--- src/rtl/seq_onehot_enc.sv ---
// seq_onehot_enc -- sequential one-hot request encoder.
//
// Captures an N-bit request vector and presents it as one or more encoded
// beats on a valid/ready output. Bit N-1 of d maps to index 0 and bit 0 maps
// to index N-1. Index 0 has the highest priority.
//
// Optional feature macro: MULTIHOT_SPLIT_EN
//   defined   : a multi-hot vector becomes one beat per set bit, in ascending
//               index order. Only the final beat has out_last=1.
//   undefined : a multi-hot vector becomes one error beat (idx 0, err, last).
//
// Ports
//   clk        sole clock, rising edge
//   rst        asynchronous active-high reset
//   d          [N-1:0] request vector
//   in_valid   d is valid this cycle
//   in_ready   block can accept d (registered)
//   out_idx    [W-1:0] encoded index of the current beat
//   out_valid  out_idx/out_last/out_err are valid
//   out_ready  consumer accepts the current beat
//   out_last   final beat for the captured vector
//   out_err    beat reports a zero or illegal vector
module seq_onehot_enc #(
    parameter int N = 10,
    parameter int W = 4
) (
    input  logic         clk,
    input  logic         rst,
    input  logic [N-1:0] d,
    input  logic         in_valid,
    output logic         in_ready,
    output logic [W-1:0] out_idx,
    output logic         out_valid,
    input  logic         out_ready,
    output logic         out_last,
    output logic         out_err
);

    generate
        if (N < 2 || (2 ** W) < N) begin : g_bad_params
            $error("seq_onehot_enc: need N >= 2 and 2**W >= N");
        end
    endgenerate

    typedef enum logic {
        IDLE = 1'b0,
        BUSY = 1'b1
    } state_e;

    state_e state_q, state_d;
    logic   in_ready_q, in_ready_d;

    logic         accept;
    logic         complete;
    logic [W-1:0] beat_idx;
    logic         beat_last;
    logic         beat_err;

    // in_ready is registered, so accept only happens from IDLE.
    assign accept   = in_valid & in_ready_q;
    assign complete = (state_q == BUSY) & out_ready;

`ifdef MULTIHOT_SPLIT_EN
    // Pending set of request bits still to be emitted.
    logic [N-1:0] p_q, p_d;
    logic [N-1:0] top_mask;

    always_comb begin
        beat_idx = '0;
        top_mask = '0;
        // Highest set bit position is the lowest index; later iterations win.
        for (int i = 0; i < N; i++) begin
            if (p_q[i]) begin
                beat_idx = W'(N - 1 - i);
                top_mask = '0;
                top_mask[i] = 1'b1;
            end
        end
        // At most one bit set: clearing the lowest set bit leaves zero.
        beat_last = ((p_q & (p_q - 1'b1)) == '0);
        beat_err  = (p_q == '0);
    end

    always_comb begin
        p_d = p_q;
        if (accept) begin
            p_d = d;
        end else if (complete) begin
            p_d = p_q & ~top_mask;
        end
    end

    always_ff @(posedge clk or posedge rst) begin
        if (rst) begin
            p_q <= '0;
        end else begin
            p_q <= p_d;
        end
    end
`else
    // Only a single beat is ever produced, so the pending vector collapses
    // to the precomputed index plus an error flag.
    logic [W-1:0] idx_q, idx_d;
    logic         err_q, err_d;
    logic [W-1:0] cap_idx;
    logic         cap_onehot;

    always_comb begin
        cap_idx = '0;
        for (int i = 0; i < N; i++) begin
            if (d[i]) begin
                cap_idx = W'(N - 1 - i);
            end
        end
        cap_onehot = (d != '0) && ((d & (d - 1'b1)) == '0);
    end

    always_comb begin
        idx_d = idx_q;
        err_d = err_q;
        if (accept) begin
            idx_d = cap_onehot ? cap_idx : '0;
            err_d = ~cap_onehot;
        end else if (complete) begin
            idx_d = '0;
            err_d = 1'b0;
        end
    end

    always_ff @(posedge clk or posedge rst) begin
        if (rst) begin
            idx_q <= '0;
            err_q <= 1'b0;
        end else begin
            idx_q <= idx_d;
            err_q <= err_d;
        end
    end

    assign beat_idx  = idx_q;
    assign beat_err  = err_q;
    assign beat_last = 1'b1;
`endif

    // Next-state logic. in_ready follows the next state so it is high in the
    // cycle after the last beat completes, and rises one edge after reset.
    always_comb begin
        state_d = state_q;
        case (state_q)
            IDLE: begin
                if (accept) begin
                    state_d = BUSY;
                end
            end
            BUSY: begin
                if (complete && beat_last) begin
                    state_d = IDLE;
                end
            end
            default: state_d = IDLE;
        endcase
        in_ready_d = (state_d == IDLE);
    end

    always_ff @(posedge clk or posedge rst) begin
        if (rst) begin
            state_q    <= IDLE;
            in_ready_q <= 1'b0;
        end else begin
            state_q    <= state_d;
            in_ready_q <= in_ready_d;
        end
    end

    // Beat fields are forced to zero outside BUSY so nothing floats.
    always_comb begin
        in_ready  = in_ready_q;
        out_valid = (state_q == BUSY);
        out_idx   = '0;
        out_last  = 1'b0;
        out_err   = 1'b0;
        if (state_q == BUSY) begin
            out_idx  = beat_idx;
            out_last = beat_last;
            out_err  = beat_err;
        end
    end

endmodule
--- config.mk ---
export PLATFORM = sky130hd
export DESIGN_NAME = seq_onehot_enc
export DESIGN_NICKNAME = d
export VERILOG_FILES = /design/src/rtl/seq_onehot_enc.sv
export SDC_FILE = /design/constraint.sdc
export NUM_CORES = 1
export LEC_CHECK = 0
export CAP_MARGIN = 20
export CORE_AREA = 2 2 39 41
export DETAILED_ROUTE_END_ITERATION = 16
export DIE_AREA = 0 0 41 43
export HOLD_SLACK_MARGIN = 0.1
export PLACE_DENSITY = 0.75
export SETUP_SLACK_MARGIN = 0.3
export SYNTH_ARGS = -nofsm -noshare
export SYNTH_HDL_FRONTEND = slang
export SYNTH_SLANG_ARGS = --single-unit
--- constraint.sdc ---
create_clock -name clk -period 1.65 [get_ports clk]
set_input_delay 0.33 -clock clk [delete_from_list [all_inputs] [get_ports clk]]
set_output_delay 0.33 -clock clk [all_outputs]
set_load 0.02 [all_outputs]
# --- After elaboration in Yosys (flattened, before gate mapping) ---
# Cells that the tools add are included.
op_classes:
  n_addsub: 1
  multipliers: 0
  div_mod_pow: 0
  order_cmp: 0
  eq_ne: 0
  shift: 0
  mux: 21
  n_bitwise: 6
  n_reduce_logical: 4
ops:
  columns: ["operator", "n"]
  rows:
  - ["4-bit two-way mux", 14]
  - ["10-bit AND", 1]
  - ["10-bit logical NOT", 1]
  - ["10-bit nonzero test", 1]
  - ["10-bit by 1-bit subtractor with 10-bit output, second input constant", 1]
  - ["1-bit two-way mux", 6]
  - ["1-bit inverter", 3]
  - ["1-bit AND", 2]
  - ["1-bit case mux with 2 select lines", 1]
  - ["2-bit nonzero test", 1]
  - ["1-bit logical AND", 1]
word_totals:
  regBits: 7
  latch_bits: 0
  mem_bits_rw: 0
  mem_bits_ro: 0
  mem_count: 0

# --- Longest topological paths before layout ---
# Gate-level depths: netlist of the first run.
logic_depth:
  word_depth: 12
  depth_mapped: 6

# --- Least setup slack after synthesis of the first run ---
# Ideal clock, no wire load.
synth_timing:
  path_type: "input -> register"
  from: "in d[3]"
  to: "reg idx_q[1] (netlist: beat_idx[1])"
  arrival_time_ns: 2.019
  required_time_ns: 1.558
  slack_ns: -0.461
  cell_stages: 6
  path_buffers: 1
  cell_sequence: "or4_1 > clkbuf_2 > a221oi_1 > o32ai_1 > or4_4 > o31ai_2"
synth_between:
  elab_chain_len: 9
synth_rtl:
  columns: ["element", "line_no", "source"]
  rows:
  - ["from (decl)", "29", "input logic [N-1:0] d,"]
  - ["parallel branches: the longest is 7 deep, another holds 10-bit by 1-bit subtractor with 10-bit output", null, null]
  - ["4-bit two-way mux (*)", "122", "idx_d = cap_onehot ? cap_idx : '0;"]
  - ["4-bit two-way mux (*)", "121", "if (accept) begin"]
  - ["to (signal assigned)", "135", "idx_q <= idx_d;"]
  - ["to (decl)", "103", "logic [W-1:0] idx_q, idx_d;"]
# Mark *: on every way between the ends.
# A chain may end at the register's enable or synchronous reset.

# --- Final worst setup path of the first run ---
layout_timing:
  from: "in d[4]"
  to: "reg idx_q[1] (netlist: beat_idx[1])"
layout_between:
  elab_chain_len: 8
layout_rtl:
  columns: ["element", "line_no"]
  rows:
  - ["parallel branches: the longest is 6 deep, another holds 10-bit by 1-bit subtractor with 10-bit output", null]
  - ["4-bit two-way mux (*)", "122"]
  - ["4-bit two-way mux (*)", "121"]
# Marks and branches as above.

==> results list, run 1 <==
* Core box area: about 1400 um^2
- PD cells: just over 600 nW/um^2
- Worst path arrival time: ~2100 ps
- Per-cell via count in the routed design: 4.874
- Setup repair after global routing could not meet its margin everywhere.
* Fin crit share: 1.162
- The total count of hold-check failures in the final report is 0.
- Setup crit end kind: flip-flop
* Drt total wl: ~1200 um
* Clock buffer count from CTS: 3
- Yosys mapped the design onto 25 distinct sky130hd cell types.
- The initialized floorplan defines 14 standard-cell rows.
* Seq cells post-synth: 7
* Clock sink count: 7
* Maximum resistive drop on vdd: between 0.2 and 0.3 mV
* Layout Cell Area excl Fill: 928.4 um^2
* Post-Layout Cell Count: around 110
- Maximum clock rate: between 0.5 and 0.6 GHz
* Root cell of the clock tree: sky130_fd_sc_hd__clkbuf_4
- Synth Instances: 54
- The number of antenna diodes in the final layout is 0.
* I/O pin total: 22
* Port Buf Inserts: 21
- The share of the Yosys chip area taken by registers is 0.3774.
* Number of buffers on the longest clock path: 2
* Count of max-cap constraint violations: 0
* Global route overflow: 0
* Setup Crit Path Kind: primary input to flip-flop
* Routability-driven placement congestion ratio: around 0.74
* Least setup slack across all paths after layout: -267.1 ps
* Pin count of the biggest net entering global routing: 8
- In this run the static leakage power is 0.4395 nW.
- Failing checks: setup timing
- After filler insertion, the fill cell instance count of the layout stands at 117.
- From left edge to right edge, the die measures 41 um.
- After clock tree synthesis, the clock-pin slew on the worst setup and hold paths is approximately 50 ps.
- Required @ worst endpoint: 1820 ps
- Global-route wire length before repair: 1904 um
- CTS built an H-tree with a depth of 1.
* Post-detailed-placement cell area: between 700 and 800 um^2
- CTS tree: built
- The floorplan step defined a die boundary enclosing 1763 um^2.
- Total routing resource utilization after global routing: 0.1589
- For the worst-skew pair, the clock arrives at the later sink with an insertion delay of 250 ps.
- The initial utilization of the core area, before any placement, comes to 0.3354.
* Maximum clock skew at final layout: 5.578 ps
- Leading post-synthesis cells by cell area: sky130_fd_sc_hd__dfrtp_1 38%, sky130_fd_sc_hd__and2_1 6.7%, sky130_fd_sc_hd__nand2_1 5.7%, sky130_fd_sc_hd__a211o_2 4.3%, sky130_fd_sc_hd__o21ai_0 4.3%
- Synthesis produced a netlist with a net count of 68.
* Post-synthesis area per instance: approximately 8.6 um^2
- STA classifies the critical path startpoint as a primary input.
- Slew headroom: 0.7363
- From synthesis to final layout, the design area changed by 100.0%.
- Remaining design rule violation count: 0
- The biggest area contributor in the post-synthesis netlist is sky130_fd_sc_hd__dfrtp_1.
* Netlist area before placement: ~460 um^2
- The worst register-to-register path begins at in_ready.
- Via count: 541
* Crit. Startpoint: d[4]
- After layout, the design draws a total of 0.5660 mW.
- The run finished, with violations left.
- Dividing the detail-routed wire length by the instance count gives 10.52 um.
* Highest-count cells in the layout ignoring fill and taps: 16 x sky130_fd_sc_hd__buf_4, 8 x sky130_fd_sc_hd__buf_6, 7 x sky130_fd_sc_hd__nand2_1
* Final Hold Slack: between 300 and 400 ps
- Fraction of final layout cells with drive strength greater than 1: 0.5158
- HPWL after DPL: 932.8 um
- Fraction of synthesized cell area taken by the top area cell type: 0.3774
* Detailed-router iteration count before antenna repair: 2
- Pins Over Slew Limit: 0
- Post-cts hold buffer count: 0
- Final critical path time including I/O delays and setup: around 1900 ps
* Antenna Nets Post-Route: 0
- At the end of the flow, the number of nets in the layout was 110.
- Hold Crit Class: primary input to async pin
* Initial antenna violation count: 0
- Of all nets on the critical path, the largest fanout is 4.
- Detailed router's first-iteration violation count: 2
- Once placement completed, the tool counted placed cells totaling approximately 100.
- The number of global-route vias before repair is approximately 500.
- Height of the die: 43 um
- During synthesis, Yosys emitted a total of 0 warnings.
* Most common cell after layout, fill and taps aside: sky130_fd_sc_hd__buf_4
- Actual transition at the worst max-transition pin: approximately 400 ps
- Final sum of negative setup slack: -899.7 ps
* Total setup violations reported at the end of the flow: 4
[cell usage after synthesis, drive strengths merged]
cell type and instances:
dfrtp 7, a211o 2, o21ai 4, nor4 1, nor3 3, a2111oi 1, mux2i 1, nand3b 1
nand2 7, and2 5, or2 1, or4 2, a22oi 1, o32ai 1, clkbuf 1, nor2 4
nor3b 1, xor2 1, buf 1, a221oi 2, a21oi 1, o31ai 1, inv 4, o21bai 1
[worst max-delay path: stages]
cell                       delay, ps
sky130_fd_sc_hd__buf_6            90
sky130_fd_sc_hd__or4_4           570
sky130_fd_sc_hd__a221oi_2        320
sky130_fd_sc_hd__o32ai_2         120
sky130_fd_sc_hd__or4_4           440
sky130_fd_sc_hd__o31ai_2         220
[logic make-up (layout without fill, tap and decap cells)]
group	after synthesis	after routing	synth area share
xor+xnor	1	1	0.01887
flops	7	7	0.3774
compound gates	14	14	0.2345
buf+inv	6	47	0.05929
mux	1	1	0.02156
simple gates	25	25	0.2884
[power breakdown]
group / internal (mW) / switching (mW) / total, mW
Combinational: 0.110 / 0.0999 / 0.210
Clock: 0.0921 / 0.0603 / 0.152
Sequential: 0.189 / 0.0144 / 0.204
[sequential cells by signal (all words and copies together), names as in the netlist]
signal	count
beat_err	1
beat_idx	4
in_ready	1
out_valid	1
[routing by layer]
metal | share of wire | wire, um | track usage
met2 | 0.58 | 675 | 0.2906
met5 | 0 | 0 | 0
met4 | 0.020 | 23 | 0.1000
met1 | 0.33 | 389 | 0.1518
met3 | 0.068 | 80 | 0.01571
[area by class of cell]
| cell class | instances | area (um^2) | share of cell area |
|---|---|---|---|
| Tap cell | 16 | 20.02 | 0.02156 |
| Multi-Input combinational cell | 41 | 349.1 | 0.3760 |
| Timing Repair Buffer | 39 | 341.6 | 0.3679 |
| Clock buffer | 4 | 26.28 | 0.02830 |
| Inverter | 4 | 15.01 | 0.01617 |
| Sequential cell | 7 | 176.4 | 0.1900 |
[final timing paths]
check                              endpoint  slack (ps)  cells past startpoint
worst max register to register  beat_idx[1]         350                      3
worst max-delay path            beat_idx[1]        -270                      6
max in group asynchronous         out_valid        1120                      2
min in group clk                beat_idx[2]         480                      2
worst min-delay path            beat_idx[0]         310                      2
worst min register to register  beat_idx[2]         480                      2
[timing repair]
item                       4_1_cts  5_1_grt
pin swaps                       10        7
setup endpoints to repair       13       12
setup buffers                    3        2
resized for setup               60       14
[metrics by stage]
stage / setup slack [ps] / util
floorplan: -455.0 / -
global placement: -868.9 / 0.5714
detailed placement: -938.4 / 0.5714
CTS: -424.3 / 0.6383
global route: -326.1 / 0.6709
finish: -267.1 / 0.6709
Power figures use the tool's default switching activity.
==> run 2, diff against run 1 <==
Settings changed: GPL_TIMING_DRIVEN set to 0.
==> results list, run 2 (same netlist as run 1, synthesis figures left out) <==
- Detailed router's first-iteration violation count: 4
* Total routing resource utilization after global routing: 0.1486
* Antenna Nets Post-Route: 0
- Setup repair after global routing could not meet its margin everywhere.
- Proportion of power drawn by flip-flops and latches: 0.357
* Layout Cell Area excl Fill: 874.6 um^2
- Leakage power total: 0.3828 nW
* Highest cell delay on the worst timing path: about 530 ps
- Most common cell after layout, fill and taps aside: sky130_fd_sc_hd__buf_6
* Sum of internal, switching and leakage power: 0.5594 mW
- Clock share of power: 0.266
- The tree is rooted in a sky130_fd_sc_hd__clkbuf_4.
- Summed over all layers, the routed wires come to 1130 um.
- Number of flip-flops under the largest register name: 4
- Counting the buffers created by CTS gives 3.
- STA classifies the critical path endpoint as a flip-flop.
- Failing checks: setup timing
* Setup Crit Path Kind: primary input to flip-flop
- Summed over all layers, the global routing overflow is 0.
* Initial antenna violation count: 0
- Fin crit share: 1.191
* Final Hold Violating Endpoints: 0
* Maximum resistive drop on vdd: 0.2060 mV
- In this run the tightest slew margin relative to its limit is 0.7515.
- The die is 41 um wide.
* Hold Crit Class: primary input to async pin
- Pins Over Slew Limit: 0
- At the pin with the least slew margin, the transition time is 369.9 ps.
* Final sum of negative setup slack: -1244 ps
- The core region is approximately 1400 um^2.
- In this run the worst path has a maximum fanout of 5.
- Cell breakdown of the critical path: buf_8, or4_4, buf_8, nor4_1, o32ai_2, or4_4, o31ai_4
- Total setup violations reported at the end of the flow: 5
- HPWL after DPL: between 800 and 900 um
* Pin count of the biggest net entering global routing: 8
* Port Buf Inserts: 21
- The routed layout has about 520 vias.
- In this run the power spent charging and discharging nets is 0.1682 mW.
* Worst r2r path cells: 5
- After clock tree synthesis, the clock-pin slew on the worst setup and hold paths is 50 ps.
- The later pin in the worst-skew pair is clocked with a latency of 250 ps.
- No sink is reached through more buffers than the 2 on the longest clock path.
- Reg-to-Reg End: beat_idx[1]
- The initial utilization of the core area, before any placement, comes to 0.3354.
- In the final routed layout, each cell accounts on average for 11.08 um.
* Result of the run: finished, violations left
- The routed design could run at a clock period as short as 1965 ps.
- Height of the die: approximately 43 um
- Static timing analysis puts the maximum clock frequency at slightly above 0.5 GHz.
* Remaining design rule violation count: 0
- In this run the critical register-to-register path is launched from out_valid.
- The number of antenna diodes in the final layout is 0.
* Required @ worst endpoint: 1810 ps
* Internal power consumption: 0.3913 mW
- In the final design database the tool counted 101 nets.
* Area overhead of the layout relative to synthesis: 88.41%
- After floorplanning, the core was divided into 14 placement rows.
- # H-tree levels: 1
- On the final layout, the worst clock skew is 0.9870 ps.
* Per-cell via count in the routed design: between 5 and 6
- The slowest stage of the critical path belongs to the cell sky130_fd_sc_hd__or4_4.
- Power spread over the standard cell area amounts to 639.7 nW/um^2.
- Once routing completed, OpenROAD measured the worst setup slack at -315.3 ps.
- Logic gate share of total power: 0.376
- Switching power as a share of total power: 0.3006
- Counting the fill cells in the layout gives 122.
- Of the cells placed in the final design, the portion with a size suffix greater than 1 is 0.4651.
* Highest-count cells in the layout ignoring fill and taps: 9 x sky130_fd_sc_hd__buf_6, 7 x sky130_fd_sc_hd__nand2_1, 7 x sky130_fd_sc_hd__clkdlybuf4s50_1
* Worst path arrival time: 2130 ps
- Startpoint class of the critical path: primary input
* Post-cts hold buffer count: 0
- In this run the count of I/O pins placed on the die edge is 22.
- Global-route wire length before repair: around 1800 um
- DIE AREA: 1763 um^2
- Post-detailed-placement cell area: 705.7 um^2
- TritonCTS built the clock tree.
- The first detailed-routing pass took 4 iterations.
- Count of max-cap constraint violations: 0
- Number of global-route vias before repair: 476
- In this run the worst setup path begins at d[5].
- Setup slack on the worst flop-to-flop path: 360 ps
* Clock sink count: 7
* Routability-driven placement congestion ratio: 0.6735
[run 2: cell types whose count changed in the layout (fill, tap and decap cells not counted), sizes merged]
cell	previous run	this run
dlygate4sd2	3	4
clkdlybuf4s15	1	0
buf	26	19
clkbuf	6	4
clkdlybuf4s50	5	7
dlymetal6s2s	2	0
[run 2: worst max-delay path by stage]
stage | endpoint | cells past startpoint | slack (ps)
3_5_place_dp | beat_idx[1] | 7 | -1080
4_1_cts | beat_idx[1] | 7 | -430
3_3_place_gp | beat_idx[1] | 7 | -1050
5_1_grt | beat_idx[1] | 7 | -340
6_report | beat_idx[1] | 7 | -320
2_1_floorplan | beat_idx[1] | 6 | -460
[run 2: cell type report]
type                    count  area, um^2  area share
plain buffers               2       26.28     0.03004
clock buffers               4       26.28     0.03004
inverters                   4       15.01     0.01717
multi-input cells          41       345.3      0.3948
flip-flops and latches      7       176.4      0.2017
well taps                  16       20.02     0.02289
repair buffers             28       265.3      0.3033
[run 2: metrics by stage]
step                      hold WS [ps]    util  worst slack, ps  cells
after global routing             321.7  0.6320           -344.5    102
after CTS                        314.2  0.6166           -425.3    101
after global placement           456.2  0.5099            -1048     91
after detailed placement         466.0  0.5099            -1082     91
after floorplan                  133.4       -           -455.0     54
final                            306.5  0.6320           -315.3    102
[run 2: metal layers]
layer	wire length, um	global-route usage
met5	0	0
met4	12	0.1000
met3	79	0.01571
met2	633	0.2625
met1	405	0.1480
[run 2: worst max-delay path: cells and delay by family]
family,cells,cell delay [ps]
compound gates,2,300
buf+inv,2,240
simple gates,3,1250
[run 2: power by group through the flow]
stage	clock network (mW)	registers [mW]	logic [mW]
2_1_floorplan	0	0.216	0.0646
3_3_place_gp	0	0.206	0.162
3_5_place_dp	0	0.207	0.165
4_1_cts	0.152	0.200	0.209
5_1_grt	0.172	0.200	0.228
6_report	0.149	0.200	0.211
[run 2: timing repair]
item	in CTS	in global routing
pin swaps	9	2
endpoints found under the setup margin	13	11
setup buffers	6	1
resized for setup	80	5
endpoints found under the hold margin	0	0
